**src/rtl/fft_pkg.sv**
```systemverilog
// Shared constants, state type and helpers for the 32-point radix-2 SDF FFT sequencer.
package fft_pkg;

    localparam int unsigned N         = 32;
    localparam int unsigned LOG2N     = 5;
    localparam int unsigned ADV_CNT_W = 6;

    typedef enum logic [1:0] {
        ST_IDLE  = 2'd0,
        ST_RUN   = 2'd1,
        ST_FLUSH = 2'd2
    } state_t;

    // Stage delay table D = {16, 8, 4, 2, 1}
    function automatic int unsigned stage_delay(input int unsigned k);
        case (k)
            0:       return 16;
            1:       return 8;
            2:       return 4;
            3:       return 2;
            4:       return 1;
            default: return 0;
        endcase
    endfunction

    // Advance offset at which stage k sees sample 0 of the stream
    function automatic int unsigned stage_off(input int unsigned k, input int unsigned pipe_reg);
        int unsigned off;
        off = 0;
        for (int unsigned i = 0; i < k; i++) begin
            off = off + stage_delay(i) + pipe_reg;
        end
        return off;
    endfunction

    function automatic logic [4:0] bitrev5(input logic [4:0] x);
        return {x[0], x[1], x[2], x[3], x[4]};
    endfunction

endpackage

```
**src/rtl/fft_stage_seq.sv**
```systemverilog
// Per-stage sample counter: primes when sample 0 reaches stage K, then drives
// the butterfly select and the stage twiddle index.
module fft_stage_seq
    import fft_pkg::*;
#(
    parameter int unsigned K   = 0,
    parameter int unsigned OFF = 0
) (
    input  logic                 clk,
    input  logic                 rst,
    input  logic                 adv,
    input  logic                 clr,
    input  logic [ADV_CNT_W-1:0] adv_cnt,
    output logic                 bf,
    output logic [3:0]           tw
);

    // Bits of the local count below the butterfly-select bit
    localparam int unsigned TW_MASK = (1 << (LOG2N - 1 - K)) - 1;

    logic [4:0] c;
    logic       primed;

    // Local count starts on the advance that carries sample 0 into this stage
    always_ff @(posedge clk or negedge rst) begin
        if (!rst) begin
            c      <= '0;
            primed <= 1'b0;
        end else if (clr) begin
            c      <= '0;
            primed <= 1'b0;
        end else if (adv && (primed || (adv_cnt == ADV_CNT_W'(OFF)))) begin
            primed <= 1'b1;
            c      <= c + 5'd1;
        end
    end

    assign bf = c[LOG2N-1-K];
    assign tw = bf ? 4'd0 : 4'((c & 5'(TW_MASK)) << K);

endmodule

```
**src/rtl/fft_seq_ctrl.sv**
```systemverilog
// Sequencer for a 32-point radix-2 SDF FFT datapath: input handshake, flush
// padding/drain, per-stage butterfly/twiddle control and output indexing.
// Define FFT_CTRL_BITREV_EN to label outputs in natural bin order (out_idx =
// bit-reversed raw count); otherwise out_idx is the raw output count.
module fft_seq_ctrl
    import fft_pkg::*;
#(
    parameter int unsigned PIPE_REG = 1
) (
    input  logic        clk,
    input  logic        rst,
    input  logic        in_valid,
    output logic        in_ready,
    input  logic        flush,
    output logic        adv,
    output logic        pad_zero,
    output logic [4:0]  bf_sel,
    output logic [15:0] tw_addr,
    output logic        out_valid,
    output logic [4:0]  out_idx,
    output logic        frame_done,
    output logic        busy
);

    localparam int unsigned LAT = stage_off(LOG2N - 1, PIPE_REG) + stage_delay(LOG2N - 1) + PIPE_REG;

    state_t                 state;
    logic [4:0]             in_cnt;
    logic [4:0]             r_cnt;
    logic [ADV_CNT_W-1:0]   adv_cnt;
    logic [ADV_CNT_W-1:0]   drain_cnt;
    logic                   draining;
    logic                   done;
    logic [19:0]            tw_all;
    logic [3:0]             tw_unused;

    // Handshake and status decode; adv is forced low while reset is held
    assign in_ready   = (state != ST_FLUSH);
    assign pad_zero   = (state == ST_FLUSH);
    assign busy       = (state != ST_IDLE);
    assign adv        = rst && ((state == ST_FLUSH) || in_valid);
    assign draining   = (state == ST_FLUSH) && (in_cnt == 5'd0);
    assign done       = adv && draining && (drain_cnt == ADV_CNT_W'(LAT - 1));
    assign out_valid  = adv && (adv_cnt >= ADV_CNT_W'(LAT));
    assign frame_done = out_valid && (r_cnt == 5'(N - 1));

`ifdef FFT_CTRL_BITREV_EN
    assign out_idx = bitrev5(r_cnt);
`else
    assign out_idx = r_cnt;
`endif

    // State and stream counters; end of drain returns everything to a fresh stream
    always_ff @(posedge clk or negedge rst) begin
        if (!rst) begin
            state     <= ST_IDLE;
            in_cnt    <= '0;
            r_cnt     <= '0;
            adv_cnt   <= '0;
            drain_cnt <= '0;
        end else if (done) begin
            state     <= ST_IDLE;
            in_cnt    <= '0;
            r_cnt     <= '0;
            adv_cnt   <= '0;
            drain_cnt <= '0;
        end else begin
            case (state)
                ST_IDLE: if (in_valid) state <= ST_RUN;
                ST_RUN:  if (flush)    state <= ST_FLUSH;
                default: ;
            endcase
            if (adv) begin
                if (!draining)         in_cnt    <= in_cnt + 5'd1;
                if (draining)          drain_cnt <= drain_cnt + ADV_CNT_W'(1);
                if (adv_cnt != '1)     adv_cnt   <= adv_cnt + ADV_CNT_W'(1);
                if (out_valid)         r_cnt     <= r_cnt + 5'd1;
            end
        end
    end

    // One sequencer per stage; stage 4 has no twiddle multiplier
    for (genvar k = 0; k < LOG2N; k++) begin : g_stage
        fft_stage_seq #(
            .K   (k),
            .OFF (stage_off(k, PIPE_REG))
        ) u_stage (
            .clk     (clk),
            .rst     (rst),
            .adv     (adv),
            .clr     (done),
            .adv_cnt (adv_cnt),
            .bf      (bf_sel[k]),
            .tw      (tw_all[4*k +: 4])
        );
    end

    assign tw_addr   = tw_all[15:0];
    assign tw_unused = tw_all[19:16];

endmodule

```
**config.mk**
```make
export PLATFORM = sky130hd
export DESIGN_NAME = fft_seq_ctrl
export DESIGN_NICKNAME = d
export VERILOG_FILES = /design/src/rtl/fft_pkg.sv /design/src/rtl/fft_stage_seq.sv /design/src/rtl/fft_seq_ctrl.sv
export SDC_FILE = /design/constraint.sdc
export NUM_CORES = 1
export LEC_CHECK = 0
export ABC_CLOCK_PERIOD_IN_PS = 1800
export CAP_MARGIN = 25
export CORE_AREA = 2 2 81 99
export DETAILED_ROUTE_END_ITERATION = 10
export DIE_AREA = 0 0 83 101
export GPL_TIMING_DRIVEN = 1
export PLACE_DENSITY_LB_ADDON = 0.2
export SETUP_SLACK_MARGIN = 0.3
export SLEW_MARGIN = 40
export SYNTH_ARGS = -nofsm -noshare
export SYNTH_HDL_FRONTEND = slang
export SYNTH_SLANG_ARGS = --single-unit
```
**constraint.sdc**
```tcl
create_clock -name clk -period 1.8 [get_ports clk]
set_clock_uncertainty 0.15 [all_clocks]
set_input_delay 0.36 -clock clk [delete_from_list [all_inputs] [get_ports clk]]
set_output_delay 0.36 -clock clk [all_outputs]
set_load 0.005 [all_outputs]
```
==> results.toml <==
[global_routing]
grt_max_degree = 24
antenna_found_initial = 0
grt_usage_pct = 16.5
overflow = 0
grt_pass1_vias = 2394
grt_pass1_wl_mm = 11.3

[floorplanning]
floorplan.initialDensity_pct = 34.1
core_um2 = 7490
die_area_um2 = 8380
die_w_um = 83
die_h_um = 101
rows = 35
ios = 36

[clocking]
cts_root_buf = "clkbuf_8"
worstSkewPairLatency_ps = 310
cts_num_sinks = 44
ctsHoldBuffers = 0
clk_path_buf_depth = 2
cts_tree = "yes"
cts.reportedPaths.clkPinSlew_ps = 90
htree_levels = 2
cts_made_buffers = 5

[power_and_ir_drop]
ir_worst_vdd_mv = 0.749
powerDensity_nw_per_um2 = 1390
p_total_mw = 5.88
p_leak_nw = 1.92

[critical_path]
worstPathRequired_ps = 1290
crit_family = "flip-flops"
critical_path_buf_inv_count = 1
slowest_stage = "dfrtp_1"
crit_type = "flip-flop to output pin"
crit_path_frequent_cell = "and3_4"
critPathLaunchType = "flip-flop"
path_cells = "ha_2, and3_4, ha_4, and3_4, buf_6"
crit_path_end_kind = "output pin"
max_stage_delay_ps = 410
critPathArrivalTime_ps = 1470
cp_max_fo = 2

[final_layout]
nets = 406
layout_commonest_cell = "buf_4"
postLayoutCoreUtil_pct = 56.5
n_fill_cell = 631
antenna_cells = 0
final_cell_mix = "74 x buf_4, 43 x dfrtp_1, 41 x buf_6"
drive_above_1_share_pct = 53.8
areaGrowthSynthToFinish_pct = 66.0

[drt]
routedWlPerCell_um = 14.4
num_vias = 2372
wirelength_mm = 6.95
drc = 0
first_pass_iters = 4
drtIter0Drc = 55
ant_nets = 0
viasPerCell = 4.92

[synth]
muxShareOfSynthArea_pct = 2.01
synthSimpleGateAreaFrac_pct = 18.8
ys_types = 54
synth_enable_flop_cells = 0
synth_top_family_by_area = "simple AND/OR/NAND/NOR gates"
yosysWarningCount = 0
synth_fa_ha_area_share_pct = 6.38
syn_area_per_cell_um2 = 9.92
async_flop_share_pct = 100
ys_seq_area_share_pct = 43.2
postSynthCellCount = 257
synthesis.area_um2 = 2550
synth_xor_area_share_pct = 2.75
ys.flop_type = "dfrtp_1"
ys_ff_latch = 44
synth_compound_area_share_pct = 17.3

[placement]
hpwl_mm = 4.05
portBuffers = 29
place_ws_ps = -425
gp_congestion = 0.790

[outcome]
violations = "negative setup slack"
outcome = "finished, violations left"

[timing]
fin_ws_ps = -185
min_period_ps = 1980
rsz0062_at_grt = "yes"
setup_viol = 41
finalCritPeriodShare_pct = 110
max_freq_mhz = 504
finalMaxSlewViolations = 0
fin_setup_tns_ps = -3490
hold_viol = 0

[hold_path]
hp-class = "input port to async pin"

[run]
drv_cap = 0
## layer usage
layer  global-route usage, %  vias up  wire (um)  share of wire [%]
met5                       0        -          0                  0
met4                    3.91        0         92                1.3
met3                    2.87        8        157                2.3
met2                    29.4       32       3600                 52
met1                    20.9     1167       3100                 45
li1                        -     1165          -                  -
## kinds of logic (layout without fill, tap and decap cells)
family / after synthesis / after routing
AND/OR/NAND/NOR: 79 / 79
AO/OA/AOI/OAI: 68 / 68
flip-flops: 44 / 44
buffers and inverters: 39 / 167
adder cells (fa/ha/maj): 13 / 13
XOR/XNOR: 8 / 8
multiplexers: 5 / 5
other: 1 / 6
## metrics by stage
step,hold slack [ps],std cells,area (um^2)
2_1_floorplan,-85.6,262,2620
3_3_place_gp,310,413,3240
3_5_place_dp,316,413,3240
4_1_cts,78.6,472,3960
5_1_grt,113,482,4230
6_report,82.2,482,4230
## area by class of cell
class	count	area (um^2)	area share, %
Multi-Input combinational cell	179	1570	37.1
Tap cell	92	115	2.72
Timing Repair Buffer	141	1260	29.8
Clock inverter	3	46.3	1.09
Clock buffer	5	68.8	1.63
Sequential cell	44	1100	26.0
Inverter	18	67.6	1.60
## cells in the mapped netlist, drive strengths merged, types with 5 or more instances
cell	n	area, um^2
a31oi	5	37.5
inv	18	67.6
nand2	8	30.0
nand3	12	60.1
or3	7	43.8
or4	6	48.8
buf	20	160
ha	13	163
o21ai	18	93.8
nor2	15	58.8
o31ai	6	45.0
nor2b	9	56.3
dfrtp	44	1100
xnor2	5	43.8
a21oi	23	119
## worst min-delay path, stage by stage
cell   delay [ps]
buf_2         170
buf_4         170
buf_4         180
## state kept, by name (all words and copies together) (netlist names)
signal	count
g_stage.u_stage.primed	5
out_idx	5
state	2
in_cnt	5
g_stage.u_stage.c	15
drain_cnt	6
adv_cnt	6
## path summary, 6_finish.rpt
check,startpoint,end,slack [ps],cells after the start
hold reg to reg,drain_cnt[5],drain_cnt[5],340,1
setup reg to reg,in_cnt[0],adv_cnt[5],-160,7
hold / removal,rst,in_cnt[2],80,3
min in group clk,drain_cnt[5],drain_cnt[5],340,1
max in group asynchronous,rst,g_stage[0].u_stage.c[4],1120,3
setup / recovery,out_idx[0],frame_done,-180,5
## where the power goes
part / leakage (nW) / internal (mW) / switching [mW]
Combinational: 1.34 / 1.96 / 1.49
Clock: 0.0548 / 0.419 / 0.385
Sequential: 0.529 / 1.36 / 0.256
Total: 1.92 / 3.75 / 2.13
## timing repair
action	CTS	global route
setup buffers	49	9
gates cloned	2	1
endpoints found under the setup margin	67	66
resized for setup	158	49
pin swaps	23	17
Power figures use the tool's default switching activity.
